### src/rtl/b3_serial_sub_pkg.sv
// Shared definitions for the ternary arithmetic unit: digit codes, FSM states,
// and a helper for spotting the invalid digit encoding.
package b3_serial_sub_pkg;

  localparam logic [1:0] B3_ZERO = 2'b00;
  localparam logic [1:0] B3_ONE  = 2'b01;
  localparam logic [1:0] B3_TWO  = 2'b10;
  localparam logic [1:0] B3_INV  = 2'b11;

  typedef enum logic {
    ST_IDLE = 1'b0,
    ST_RUN  = 1'b1
  } state_t;

  function automatic logic b3_is_inv(input logic [1:0] dig);
    return dig == B3_INV;
  endfunction

endpackage

### src/rtl/b3_serial_sub_digit_sub.sv
// Combinational single-digit ternary subtractor: d = x - y - bin (mod 3) with
// borrow-out; an invalid operand digit yields 0 and passes the borrow through.
module b3_digit_sub
  import b3_serial_sub_pkg::*;
(
  input  logic [1:0] x,
  input  logic [1:0] y,
  input  logic       bin,
  output logic [1:0] d,
  output logic       bout,
  output logic       inv
);

  logic signed [3:0] t;
  logic signed [3:0] t_wrap;

  always_comb begin
    t      = $signed({2'b00, x}) - $signed({2'b00, y}) - $signed({3'b000, bin});
    t_wrap = t + 4'sd3;
    inv    = b3_is_inv(x) || b3_is_inv(y);
    d      = B3_ZERO;
    bout   = 1'b0;
    if (inv) begin
      bout = bin;
    end else if (t < 0) begin
      d    = t_wrap[1:0];
      bout = 1'b1;
    end else begin
      d    = t[1:0];
    end
  end

endmodule

### src/rtl/b3_serial_sub.sv
// Digit-serial base-3 subtractor X - Y, one digit per clock, LSD first, with a
// start/ready/done handshake; results are held until the next completion.
module b3_serial_sub
  import b3_serial_sub_pkg::*;
#(
  parameter int N = 4
) (
  input  logic           clock,
  input  logic           reset,
  input  logic           start,
  input  logic [2*N-1:0] x,
  input  logic [2*N-1:0] y,
  output logic           ready,
  output logic           done,
  output logic [2*N-1:0] d,
  output logic           bout,
  output logic           err
);

  localparam int CW = $clog2(N);
  localparam logic [CW-1:0] LAST = CW'(N - 1);

  state_t         state_q, state_d;
  logic [CW-1:0]  cnt_q, cnt_d;
  logic [2*N-1:0] xs_q, xs_d, ys_q, ys_d, res_q, res_d;
  logic           brw_q, brw_d, eacc_q, eacc_d;
  logic [2*N-1:0] d_q, d_d;
  logic           bout_q, bout_d, err_q, err_d, done_q, done_d;

  logic [1:0] dig;
  logic       dig_bout, dig_inv;

  b3_digit_sub u_digit (
    .x    (xs_q[1:0]),
    .y    (ys_q[1:0]),
    .bin  (brw_q),
    .d    (dig),
    .bout (dig_bout),
    .inv  (dig_inv)
  );

  always_comb begin
    state_d = state_q;
    cnt_d   = cnt_q;
    xs_d    = xs_q;
    ys_d    = ys_q;
    res_d   = res_q;
    brw_d   = brw_q;
    eacc_d  = eacc_q;
    d_d     = d_q;
    bout_d  = bout_q;
    err_d   = err_q;
    done_d  = 1'b0;
    unique case (state_q)
      ST_IDLE: begin
        if (start) begin
          xs_d    = x;
          ys_d    = y;
          brw_d   = 1'b0;
          cnt_d   = '0;
          eacc_d  = 1'b0;
          state_d = ST_RUN;
        end
      end
      ST_RUN: begin
        // Result fills from the top so digit 0 lands at the bottom after N shifts.
        xs_d   = {2'b00, xs_q[2*N-1:2]};
        ys_d   = {2'b00, ys_q[2*N-1:2]};
        res_d  = {dig, res_q[2*N-1:2]};
        brw_d  = dig_bout;
        eacc_d = eacc_q | dig_inv;
        cnt_d  = cnt_q + CW'(1);
        if (cnt_q == LAST) begin
          state_d = ST_IDLE;
          d_d     = {dig, res_q[2*N-1:2]};
          bout_d  = dig_bout;
          err_d   = eacc_q | dig_inv;
          done_d  = 1'b1;
        end
      end
      default: state_d = ST_IDLE;
    endcase
  end

  always_ff @(posedge clock) begin
    if (reset) begin
      state_q <= ST_IDLE;
      cnt_q   <= '0;
      brw_q   <= 1'b0;
      eacc_q  <= 1'b0;
      d_q     <= '0;
      bout_q  <= 1'b0;
      err_q   <= 1'b0;
      done_q  <= 1'b0;
    end else begin
      state_q <= state_d;
      cnt_q   <= cnt_d;
      brw_q   <= brw_d;
      eacc_q  <= eacc_d;
      d_q     <= d_d;
      bout_q  <= bout_d;
      err_q   <= err_d;
      done_q  <= done_d;
    end
  end

  // Operand and partial-result shift registers are pure data; no reset needed.
  always_ff @(posedge clock) begin
    xs_q  <= xs_d;
    ys_q  <= ys_d;
    res_q <= res_d;
  end

  assign ready = (state_q == ST_IDLE);
  assign done  = done_q;
  assign d     = d_q;
  assign bout  = bout_q;
  assign err   = err_q;

endmodule
### config.mk
export PLATFORM = sky130hd
export DESIGN_NAME = b3_serial_sub
export DESIGN_NICKNAME = d
export VERILOG_FILES = /design/src/rtl/b3_serial_sub_pkg.sv /design/src/rtl/b3_serial_sub_digit_sub.sv /design/src/rtl/b3_serial_sub.sv
export SDC_FILE = /design/constraint.sdc
export NUM_CORES = 1
export LEC_CHECK = 0
export ABC_AREA = 1
export CAP_MARGIN = 5
export CELL_PAD_IN_SITES_DETAIL_PLACEMENT = 0
export CELL_PAD_IN_SITES_GLOBAL_PLACEMENT = 1
export CORE_MARGIN = 5
export CORE_UTILIZATION = 38
export DETAILED_ROUTE_END_ITERATION = 8
export PLACE_DENSITY_LB_ADDON = 0.1
export RECOVER_POWER = 50
export SKIP_CTS_REPAIR_TIMING = 1
export SYNTH_ARGS = -nofsm -noshare
export SYNTH_HDL_FRONTEND = slang
export SYNTH_SLANG_ARGS = --single-unit
### constraint.sdc
create_clock -name clock -period 2.4 [get_ports clock]
set_clock_uncertainty 0.15 [all_clocks]
set_input_delay 0.72 -clock clock [delete_from_list [all_inputs] [get_ports clock]]
set_output_delay 0.72 -clock clock [all_outputs]
set_load 0.03 [all_outputs]
==> key figures <==
STA
  – Worst-margin pin slew: 0.6957 ns
  – Fmax: 452.4 MHz
  – Max Slew Vio Count: 0
  – Final period util: 92.09%
  – RSZ-0062 raised after global routing: no
  – TNS Setup: 0 ns
  – Min cycle time layout: 2.210 ns
  – Final hold violation count: 0
  – Max_slew headroom: 53.45%
  – Setup-failing EPs final: 0

Routing
  – DRC Markers: 0
  – Antenna-violating nets left: 0
  – WL met3: 109 um
  – Initial DRC count: 41
  – Total Wirelength: 2690 um
  – DR WL/cell: 11.26 um
  – Metal1 wirelength: 1220 um
  – Metal2 WL: 1326 um
  – Total number of vias: 1049
  – Vias/cell: 4.389
  – Top Metal Used: met4
  – Drt first pass iters: 4

Finish
  – N_diodes: 0
  – Commonest non-fill, non-tap cells in the layout: 58 x nand2_1, 22 x edfxtp_1, 18 x dlygate4sd3_1
  – Final nets: 211
  – Commonest non-fill, non-tap cell in the layout: nand2_1
  – Fin util: 49.51%
  – Share of post-route cells with drive strength above 1: 5.291%
  – Design area: 0.001952 sq mm
  – Area growth from synthesis to layout: 28.82%

Global route
  – Largest net degree at the start of global routing: 29
  – Gr usage total: 11.18%
  – Gr ovfl total: 0
  – First-pass GRT wire length: 4533 um
  – Antenna violations before repair: 0
  – Vias in the first global route: 1073

Job
  – # Max-Cap Violations: 0

Floorplan
  – Core area: 0.003943 sq mm
  – Rows: 23
  – Die Y: 73.15 um
  – Initial Util: 38.43%
  – Ports: 31
  – DIE AREA: 0.005350 sq mm
  – Die Wd: 73.15 um

Setup path
  – Data required time at the worst endpoint: 1.53 ns
  – Setup CP Type: reg2out
  – Crit-path max FO: 2
  – Crit-path cells: inv_1, clkdlybuf4s50_1
  – Startpoint class of the critical path: flop
  – Crit end category: primary output
  – CP max-delay cell: clkdlybuf4s50_1
  – Critical Path AT: 1.34 ns
  – Slowest stage delay, CP: 0.67 ns

Synth
  – Synth area leader: edfxtp_1
  – Syn Inst Count: 152
  – Syn. warnings: 0
  – Mapped Area: 0.001515 sq mm
  – Netlist cell types: 20
  – Seq cells post-synth: 38
  – Seq/Total Area, Yosys: 64.74%
  – Syn_area_per_cell: 9.968 sq um
  – Yosys top cell area share: 43.60%
  – Net Count, Synth: 175
  – Dominant cells by area after synthesis: edfxtp_1 44%, dfxtp_1 21%, nand2_1 14%, inv_1 4.2%, a22o_1 3.5%

Status
  – Status: finished, final reports clean

Clocking
  – Total CTS buffers: 5
  – Clock latency on the worst-skew pair: 0.28 ns
  – CTS tree: built
  – Clock sinks: 38
  – Worst-path clk slew: 0.07 ns
  – Clk buf depth: 2
  – H-tree levels: 2
  – Root Buffer: clkbuf_8

Power and ir drop
  – Leakage: 0.8509 nW
  – P per Cell Area: 680.9 mW/mm^2
  – VDD IR max: 345.8 uV

Place
  – Final HPWL DP: 1961 um
  – Placed inst area: 0.001879 sq mm
  – Placer congestion estimate: 0.7881
  – Port Buffers: 30

Worst hold path
  – Hold Path Class: reg2reg
==> logic make-up (layout without fill, tap and decap cells) <==
logic type / count (synthesis) / count (layout) / share of synthesized area [%]
compound gates: 14 / 14 / 6.276
fa+ha+maj: 4 / 4 / 3.799
simple gates: 73 / 73 / 19.32
buf+inv: 23 / 60 / 5.863
flops: 38 / 38 / 64.74
==> cell type report <==
class                      count  area (sq um)
fill                         363          1991
sequential                    38         980.9
tap                           50         62.56
timing repair buffer          32         315.3
multi-input combinational     91         437.9
inverter                      20         75.07
clock buffer                   8         80.08
==> registers in the layout, summed over array words and instances (netlist names) <==
name,count
bout,1
brw_q,1
cnt_q,2
d,8
done,1
eacc_q,1
err,1
res_q,6
state_q,1
xs_q,8
ys_q,8
==> metal layers <==
metal | global-route usage (%) | vias to the layer above
li1 | - | 561
met1 | 12.86 | 469
met2 | 18.67 | 15
met3 | 3.030 | 4
met4 | 6.148 | 0
met5 | 0 | -
==> through the flow <==
stage               hold WS (ns)  setup WS (ns)  power (mW)  cells
floorplan                 0.2777         0.5286      0.8851    152
global placement          0.2875         0.1145      0.9496    231
detailed placement        0.2936        0.07645      0.9544    231
CTS                       0.3060         0.1695       1.356    239
global route              0.3209         0.1449       1.401    239
finish                    0.3066         0.1897       1.329    239
==> path summary, 6_finish.rpt <==
kind	startpoint	endpoint	slack, ns	depth (start not counted)
max reg2reg	xs_q[0]$_DFFE_PP_	res_q[6]$_DFFE_PP_	0.36	11
min reg2reg	d[7]$_SDFFE_PP0P_	d[7]$_SDFFE_PP0P_	0.31	2
min	d[7]$_SDFFE_PP0P_	d[7]$_SDFFE_PP0P_	0.31	2
max	state_q$_SDFF_PP0_	ready	0.19	2
==> critical path, delay by kind of cell, from the launching register on <==
family                 cells  cell delay, ns
buffers and inverters      2            0.75
flip-flops                 1            0.31
==> cell usage after synthesis <==
cell,n
inv_2,3
nor2_4,1
and3_1,1
edfxtp_1,22
nand4_1,1
o211ai_1,1
clkbuf_1,1
nand2_1,58
a21oi_1,4
o21ai_0,1
dfxtp_1,16
inv_1,17
fa_1,1
a22o_1,6
nor2_1,7
buf_2,2
nor3_1,1
ha_1,3
nand3_1,4
o21ai_1,2
==> where the power goes <==
part           leakage, nW  internal [mW]  switching, mW
registers            0.352          0.747         0.0183
logic                0.459         0.0689         0.0973
clock network       0.0395          0.206          0.191
Note: power is estimated with default switching activity, not from simulation.
